`src/rtl/adder_cla_seq.sv`:
```
// ---------------------------------------------------------------------------
// adder_cla_seq
//
// Multi-precision add/subtract sequencer. A single N-bit carry-lookahead adder
// (adder_cla) is time-shared over M slices of an N*M-bit operand pair. Slices
// are processed LSB first, one per clock. The carry is kept in a register
// between slices.
//
// Ports (adder_cla_seq):
//   clk        rising-edge clock
//   rst        synchronous, active-high reset
//   in_valid   command valid (op_a, op_b, sub)
//   in_ready   block can accept a command (IDLE only)
//   op_a       operand A, N*M bits
//   op_b       operand B, N*M bits
//   sub        0: A+B, 1: A-B (two's complement)
//   out_valid  result valid, held until out_ready (DONE only)
//   out_ready  downstream accepts the result
//   result     sum or difference, N*M bits
//   cout       carry out of the MSB (for sub: 1 means no borrow)
//   overflow   signed two's-complement overflow
//   busy       high while in RUN or DONE
//
// Ports (adder_cla):
//   a, b       N-bit addends
//   ci         carry in
//   s          N-bit sum
//   co         carry out
// ---------------------------------------------------------------------------

module adder_cla #(
  parameter int N = 4
) (
  input  logic [N-1:0] a,
  input  logic [N-1:0] b,
  input  logic         ci,
  output logic [N-1:0] s,
  output logic         co
);

  logic [N-1:0] gen_s;
  logic [N-1:0] prop_s;
  logic [N:0]   carry_s;

  assign gen_s  = a & b;
  assign prop_s = a ^ b;

  // Lookahead carries: c[i+1] = g[i] | p[i]g[i-1] | ... | p[i..0]ci, each
  // carry built directly from generate/propagate terms rather than rippled.
  always_comb begin
    logic acc_v;
    logic prod_v;
    carry_s    = {(N+1){1'b0}};
    carry_s[0] = ci;
    for (int i = 0; i < N; i++) begin
      acc_v  = gen_s[i];
      prod_v = prop_s[i];
      for (int j = i - 1; j >= 0; j--) begin
        acc_v  = acc_v | (prod_v & gen_s[j]);
        prod_v = prod_v & prop_s[j];
      end
      carry_s[i+1] = acc_v | (prod_v & ci);
    end
  end

  assign s  = prop_s ^ carry_s[N-1:0];
  assign co = carry_s[N];

endmodule

module adder_cla_seq #(
  parameter int N = 4,
  parameter int M = 4
) (
  input  logic           clk,
  input  logic           rst,
  input  logic           in_valid,
  output logic           in_ready,
  input  logic [N*M-1:0] op_a,
  input  logic [N*M-1:0] op_b,
  input  logic           sub,
  output logic           out_valid,
  input  logic           out_ready,
  output logic [N*M-1:0] result,
  output logic           cout,
  output logic           overflow,
  output logic           busy
);

  localparam int W  = N * M;
  localparam int KW = (M > 1) ? $clog2(M) : 1;

  localparam logic [KW-1:0] K_ZERO = KW'(0);
  localparam logic [KW-1:0] K_ONE  = KW'(1);
  localparam logic [KW-1:0] K_LAST = KW'(M - 1);

  typedef enum logic [1:0] {
    IDLE = 2'd0,
    RUN  = 2'd1,
    DONE = 2'd2
  } state_t;

  state_t          state_r;
  logic [KW-1:0]   k_r;
  logic            carry_r;
  logic [W-1:0]    op_a_r;
  logic [W-1:0]    op_b_r;
  logic            sub_r;
  logic [W-1:0]    result_r;
  logic            cout_r;
  logic            overflow_r;
  logic            in_ready_r;
  logic            out_valid_r;
  logic            busy_r;

  logic [N-1:0]    a_slice_s;
  logic [N-1:0]    b_slice_s;
  logic [N-1:0]    sum_s;
  logic            co_s;
  logic            ovf_s;

  // Current slice operands; B is inverted for subtraction, the +1 comes from
  // the carry register being preloaded with sub.
  assign a_slice_s = op_a_r[k_r*N +: N];
  assign b_slice_s = op_b_r[k_r*N +: N] ^ {N{sub_r}};

  adder_cla #(.N(N)) u_adder (
    .a  (a_slice_s),
    .b  (b_slice_s),
    .ci (carry_r),
    .s  (sum_s),
    .co (co_s)
  );

  // Signed overflow is only meaningful on the top slice, where these MSBs are
  // the sign bits of the full-width operands.
  assign ovf_s = (a_slice_s[N-1] == b_slice_s[N-1]) & (sum_s[N-1] != a_slice_s[N-1]);

  // Control FSM with slice datapath; handshake flags are registered alongside
  // the state so no input reaches in_ready/out_valid combinationally.
  always_ff @(posedge clk) begin
    if (rst) begin
      state_r     <= IDLE;
      k_r         <= K_ZERO;
      carry_r     <= 1'b0;
      op_a_r      <= {W{1'b0}};
      op_b_r      <= {W{1'b0}};
      sub_r       <= 1'b0;
      result_r    <= {W{1'b0}};
      cout_r      <= 1'b0;
      overflow_r  <= 1'b0;
      in_ready_r  <= 1'b1;
      out_valid_r <= 1'b0;
      busy_r      <= 1'b0;
    end else begin
      case (state_r)
        IDLE: begin
          if (in_valid) begin
            op_a_r     <= op_a;
            op_b_r     <= op_b;
            sub_r      <= sub;
            carry_r    <= sub;
            k_r        <= K_ZERO;
            state_r    <= RUN;
            in_ready_r <= 1'b0;
            busy_r     <= 1'b1;
          end
        end
        RUN: begin
          result_r[k_r*N +: N] <= sum_s;
          carry_r              <= co_s;
          if (k_r == K_LAST) begin
            cout_r      <= co_s;
            overflow_r  <= ovf_s;
            k_r         <= K_ZERO;
            state_r     <= DONE;
            out_valid_r <= 1'b1;
          end else begin
            k_r <= k_r + K_ONE;
          end
        end
        DONE: begin
          // Handoff returns to IDLE only; a new command is taken a cycle later.
          if (out_ready) begin
            state_r     <= IDLE;
            out_valid_r <= 1'b0;
            busy_r      <= 1'b0;
            in_ready_r  <= 1'b1;
          end
        end
        default: begin
          state_r     <= IDLE;
          k_r         <= K_ZERO;
          out_valid_r <= 1'b0;
          busy_r      <= 1'b0;
          in_ready_r  <= 1'b1;
        end
      endcase
    end
  end

  assign in_ready  = in_ready_r;
  assign out_valid = out_valid_r;
  assign busy      = busy_r;
  assign result    = result_r;
  assign cout      = cout_r;
  assign overflow  = overflow_r;

endmodule
```
`config.mk`:
```
export PLATFORM = sky130hd
export DESIGN_NAME = adder_cla_seq
export DESIGN_NICKNAME = d
export VERILOG_FILES = /design/src/rtl/adder_cla_seq.sv
export SDC_FILE = /design/constraint.sdc
export NUM_CORES = 1
export LEC_CHECK = 0
export ABC_AREA = 1
export BUFFER_PORTS_ARGS = -buffer_cell sky130_fd_sc_hd__clkbuf_2
export CAP_MARGIN = 25
export CORE_MARGIN = 2
export CORE_UTILIZATION = 54
export CTS_CLUSTER_DIAMETER = 80
export DETAILED_ROUTE_END_ITERATION = 10
export MAX_ROUTING_LAYER = met4
export PLACE_DENSITY_LB_ADDON = 0.1
export SLEW_MARGIN = 20
export SYNTH_ARGS = -nofsm -noshare
export SYNTH_HDL_FRONTEND = slang
export SYNTH_SLANG_ARGS = --single-unit
```
`constraint.sdc`:
```
create_clock -name clk -period 3 [get_ports clk]
set_clock_uncertainty 0.2 [all_clocks]
set_input_delay 0.6 -clock clk [delete_from_list [all_inputs] [get_ports clk]]
set_output_delay 0.6 -clock clk [all_outputs]
set_load 0.1 [all_outputs]
```
# ---- After elaboration in Yosys (flattened, before gate mapping)
# Cells that the tools add are included.
dict set report totals {
  in_bits 37
  ramBits 0
  output_inout_bits 21
  regBits 59
  n_memories 0
  elab_cells 87
  rom_bits 0
  latch_bits 0
}
dict set report op_classes {
  n_reduce_logical 9
  bitwise 34
  div_mod_pow 0
  mul 0
  n_mux 18
  eq_ne 8
  n_addsub 2
  n_lt_le_gt_ge 0
  n_shift 4
}
# op count
set ops {}
lappend ops {{4-bit negator with 34-bit output} 1}
lappend ops {{4-bit by 34-bit variable shift with 16-bit output (first input constant)} 1}
lappend ops {{4-bit by 34-bit indexed part select with 16-bit output} 1}
lappend ops {{16-bit by 5-bit indexed part select with 4-bit output} 2}
lappend ops {{1-bit bitwise AND} 17}
lappend ops {{16-bit bitwise mux} 1}
lappend ops {{2-bit case mux with 3 select lines} 2}
lappend ops {{4-bit bitwise XOR} 3}
lappend ops {{2-bit two-way mux} 5}
lappend ops {{1-bit OR} 10}
lappend ops {{1-bit case mux with 3 select lines} 3}
lappend ops {{3-bit AND reduction} 3}
lappend ops {{2-bit AND reduction} 4}
lappend ops {{1-bit two-way mux} 6}
lappend ops {{2-bit inequality test (second input constant)} 3}
lappend ops {{4-bit bitwise AND} 1}
lappend ops {{2-bit == test (second input constant)} 2}
lappend ops {{1-bit inverter} 3}
lappend ops {{2-bit by 1-bit adder with 2-bit output (second input constant)} 1}
lappend ops {{2-bit by 1-bit == test with 1-bit output (second input constant)} 1}
lappend ops {{2-bit zero test} 1}
lappend ops {{1-bit case mux with 2 select lines} 1}
lappend ops {{2-bit nonzero test} 1}
lappend ops {{1-bit == test} 1}
lappend ops {{1-bit inequality test} 1}

# ---- Logic depth before layout (Yosys ltp)
dict set report depth {
  depth_word 10
  ltp_mapped 14
  mapped_depth_nobuf 13
}

# ---- By module
# Synthesis repeated with hierarchy kept, for this count alone.
dict set report hier_totals {
  hier_cells 382
  hier_area_um2 2798.9
}
# module seq_area_each_um2 instances area_per_inst_um2 cells_each
set modules_own_cells {}
lappend modules_own_cells {adder_cla_seq 1181.1 1 2610.0 351}
lappend modules_own_cells {adder_cla 0.0 1 188.9 31}

# ---- Worst setup path before layout
# No wires, ideal clock.
dict set report synth_timing {
  kind {register to register}
  startpoint {reg k_r[0]}
  endpoint {reg result_r[13], in the netlist result[13]}
  stages_incl_launch_ff 12
  setup_time_ns 0.071
  t_required_ns 2.729
  synth_period_minus_slack_ns 2.354
  arrival_ns 2.084
  setup_slack_ns 0.646
  path_buffers 2
  path_cell_list {dfxtp_1 -> buf_6 -> buf_4 -> nand2_1 -> a32oi_1 -> inv_1 -> fa_1 -> xnor2_1 -> nand2_1 -> nor2_1 -> nand2_1 -> a21oi_1}
}
dict set report synth_between {
  elab_chain_cells 10
  elab_cells_between_ends 25
  cone_classes {add/sub: 1; shift: 4; mux: 1; bitwise: 19}
}
# element line
set synth_rtl {}
lappend synth_rtl {{from (decl)} 104} ;# logic [KW-1:0] k_r;
lappend synth_rtl {{from (signal assigned)} 179} ;# k_r <= k_r + K_ONE;
lappend synth_rtl {{16-bit by 5-bit indexed part select with 4-bit output} 125} ;# assign b_slice_s = op_b_r[k_r*N +: N] ^ {N{sub_r}};
lappend synth_rtl {{4-bit bitwise XOR} 125}
lappend synth_rtl {{4-bit bitwise XOR / 4-bit bitwise AND (equally long branches)} {46, 45}}
lappend synth_rtl {{1-bit bitwise AND (on tied branches)} {59, 60}}
lappend synth_rtl {{1-bit OR (tied with other cells)} 59} ;# acc_v = acc_v | (prod_v & gen_s[j]);
lappend synth_rtl {{1-bit OR / 1-bit bitwise AND (equally long branches)} {59, 62}}
lappend synth_rtl {{1-bit OR} 62} ;# carry_s[i+1] = acc_v | (prod_v & ci);
lappend synth_rtl {{4-bit bitwise XOR} 66} ;# assign s = prop_s ^ carry_s[N-1:0];
lappend synth_rtl {{4-bit by 34-bit indexed part select with 16-bit output} 170} ;# result_r[k_r*N +: N] <= sum_s;
lappend synth_rtl {{16-bit bitwise mux (*)} 170}
lappend synth_rtl {{to (signal assigned)} 149} ;# result_r <= {W{1'b0}};
lappend synth_rtl {{to (signal, indexed assignment)} 170}
lappend synth_rtl {{to (decl)} 109} ;# logic [W-1:0] result_r;
# Every way passes the cells marked *; elsewhere a longest branch is shown, timed or not.
# A chain may end at the register's enable or synchronous reset.

# ---- Worst setup path after layout
dict set report layout_timing {
  startpoint {reg k_r[0]}
  endpoint {reg result_r[5], in the netlist result[5]}
}
# Same word-level chain as after synthesis.

==> flow_summary.json <==
{
  "min_period_ps": 2640,
  "gr-total-overflow": 0,
  "place_congestion": 0.858,
  "synth-seq-cells": 59,
  "cp-start-kind": "flop",
  "clk_path_buf_depth": 2,
  "max_cap_viol_count": 0,
  "antenna_found_initial": 0,
  "via_count": 2491,
  "multi_input_area_um2": 1400,
  "htree_levels": 3,
  "drt_wl_total_um": 5980,
  "final_cells": 495,
  "crit_top_cell": "nand2_1",
  "tightest_slew_ps": 543,
  "cts.sinks": 59,
  "drcViolationCount": 0,
  "nNetsFinal": 469,
  "rsz0062_at_grt": "false",
  "dieWidth_um": 75.7,
  "peakVddDrop_uv": 443,
  "grt_first_pass_wirelength_um": 9650,
  "start_util_pct": 55.0,
  "syn_to_final_growth_pct": 19.4,
  "postCtsHoldBufs": 0,
  "ant_nets": 0,
  "cts_tree": "yes",
  "critPathKind": "reg -> reg",
  "critPathMaxFanout": 18,
  "clk_latency_ps": 340,
  "antenna_cells": 0,
  "synth-main-ff-cell": "dfxtp_1",
  "synth_edf_count": 0,
  "cts_root_buffer": "clkbuf_8",
  "critPathBufInv": 1,
  "syn_nets": 415,
  "coreArea_um2": 5040,
  "grt_util_all_layers_pct": 23.2,
  "hold_class": "reg -> reg",
  "relSlewSlack_pct": 64.0,
  "firstDrtPassIters": 4,
  "wl_per_cell_um": 12.1,
  "clk_pin_slew_ps": 70,
  "grt_pass1_vias": 2238,
  "ys_seq_area_share_pct": 42.6,
  "cpMaxStageDelayCell": "fa_1",
  "setup_violations": 0,
  "cp_top_family": "XOR/XNOR gates",
  "post_cts_buffers": 0,
  "dieHeight_um": 75.7,
  "syn_area_um2": 2770,
  "drt_iter0_drc": 92,
  "dieArea_um2": 5720,
  "viasPerCell": 5.03,
  "seq_area_um2": 1180,
  "synth_warnings": 0,
  "dp_hpwl_um": 4110,
  "portBuffers": 57,
  "final_cell_mix": "nor2_1 (81), dfxtp_1 (59), clkbuf_2 (57)",
  "timing_hold_violations_final": 0,
  "min_period_over_period_pct": 88.0,
  "cts_buffers": 9,
  "avgSynthCellArea_um2": 7.58,
  "status": "finished clean",
  "async_flop_share_pct": 0,
  "drive_gt1_share_pct": 21.4,
  "fillers": 487,
  "end_kind": "flop",
  "final_common_cell": "nor2_1",
  "ys_types": 37,
  "cts_resized": 0,
  "grt_max_degree": 40,
  "slew_violations": 0,
  "dp_cells": 479,
  "power.leakage_nw": 1.49,
  "finalSetupTns_ps": 0,
  "rows": 26,
  "fmaxAchievable_ghz": 0.379,
  "worstPathCellList": "inv_1, nand2_1, a32o_1, xor2_1, fa_1, xnor2_1, nand2_1, nor2_1, nand2_1, a21oi_1",
  "required_ps": 3060,
  "finalCoreUtilization_pct": 65.7,
  "syn_inst": 366,
  "powerDensity_nw_per_um2": 641,
  "crit_arrival_ps": 2700,
  "cpPeakStageDelay_ps": 390,
  "pin_count": 58
}
==> metrics by stage <==
stage / area [um2] / setup slack, ps / power (mW) / hold slack, ps
final: 3310 / 361 / 2.12 / 262
after global routing: 3310 / 103 / 2.23 / 281
after CTS: 3310 / 363 / 2.13 / 265
after detailed placement: 3070 / 428 / 1.26 / 254
after global placement: 3070 / 530 / 1.25 / 252
after floorplan: 2770 / 646 / 1.18 / 224
==> routing by layer <==
| layer | part of all wire [%] | wire length (um) | up-vias | GRT usage, % |
|---|---|---|---|---|
| li1 | - | - | 1310 | - |
| met5 | 0 | 0 | - | - |
| met3 | 2.9 | 176 | 14 | 5.16 |
| met2 | 49 | 2920 | 48 | 37.5 |
| met1 | 46 | 2750 | 1119 | 26.5 |
| met4 | 2.2 | 130 | 0 | 12.9 |
==> layout make-up <==
class / instances / share of cell area, %
flip-flops and latches: 59 / 35.7
clock inverters: 5 / 3.02
repair buffers: 62 / 9.75
inverters: 22 / 2.49
multi-input cells: 266 / 42.1
clock buffers: 11 / 4.27
well taps: 70 / 2.65
==> sequential cells by signal, summed over array words and instances, names as in the netlist <==
| signal | flops |
|---|---|
| in_ready | 1 |
| out_valid | 1 |
| state_r | 2 |
| k_r | 2 |
| op_b_r | 16 |
| cout | 1 |
| result | 16 |
| op_a_r | 16 |
| carry_r | 1 |
| overflow | 1 |
| sub_r | 1 |
| busy | 1 |
==> Yosys cell counts, types with 2 or more instances <==
| cell | count | area share [%] |
|---|---|---|
| inv_1 | 17 | 2.3 |
| nor2_4 | 2 | 0.81 |
| nand2_1 | 52 | 7.0 |
| o21ai_1 | 3 | 0.54 |
| a32oi_1 | 2 | 0.63 |
| inv_2 | 4 | 0.54 |
| nand2_2 | 2 | 0.45 |
| buf_2 | 7 | 1.3 |
| dfxtp_1 | 59 | 43 |
| nand4_1 | 4 | 0.90 |
| a21oi_1 | 24 | 4.3 |
| clkbuf_1 | 6 | 0.81 |
| xor2_1 | 5 | 1.6 |
| a22oi_1 | 2 | 0.54 |
| o21ai_0 | 47 | 8.5 |
| buf_6 | 4 | 1.6 |
| nor3_1 | 2 | 0.36 |
| nor2_1 | 81 | 11 |
| nand3_1 | 8 | 1.4 |
| o22ai_1 | 5 | 1.1 |
| o21bai_1 | 2 | 0.54 |
| nand2_4 | 2 | 0.81 |
| ha_1 | 11 | 5.0 |
| o21a_1 | 2 | 0.54 |
==> worst min-delay path, stage by stage (launching register included) <==
cell     delay (ps)
dfxtp_1         310
nand2_1          60
a21oi_1          50
==> kinds of logic after synthesis <==
logic type | Yosys count | share of synthesized area (%)
xor+xnor | 6 | 1.90
flops | 59 | 42.6
compound gates | 89 | 17.4
simple gates | 159 | 25.4
fa+ha+maj | 12 | 5.69
buf+inv | 41 | 7.08
==> final timing paths <==
| kind | start | end | slack [ps] | depth (start not counted) |
|---|---|---|---|---|
| setup / recovery | k_r[0] | result[5] | 360 | 10 |
| setup reg to reg | k_r[0] | result[5] | 360 | 10 |
| hold / removal | result[7] | result[7] | 260 | 2 |
| hold reg to reg | result[7] | result[7] | 260 | 2 |
==> power breakdown <==
group,switching [mW],internal [mW],leakage [nW]
logic,0.256,0.125,0.879
registers,0.0289,0.832,0.484
clock network,0.308,0.572,0.123
total,0.593,1.53,1.49
No activity file was read; power rests on OpenSTA's default activity.
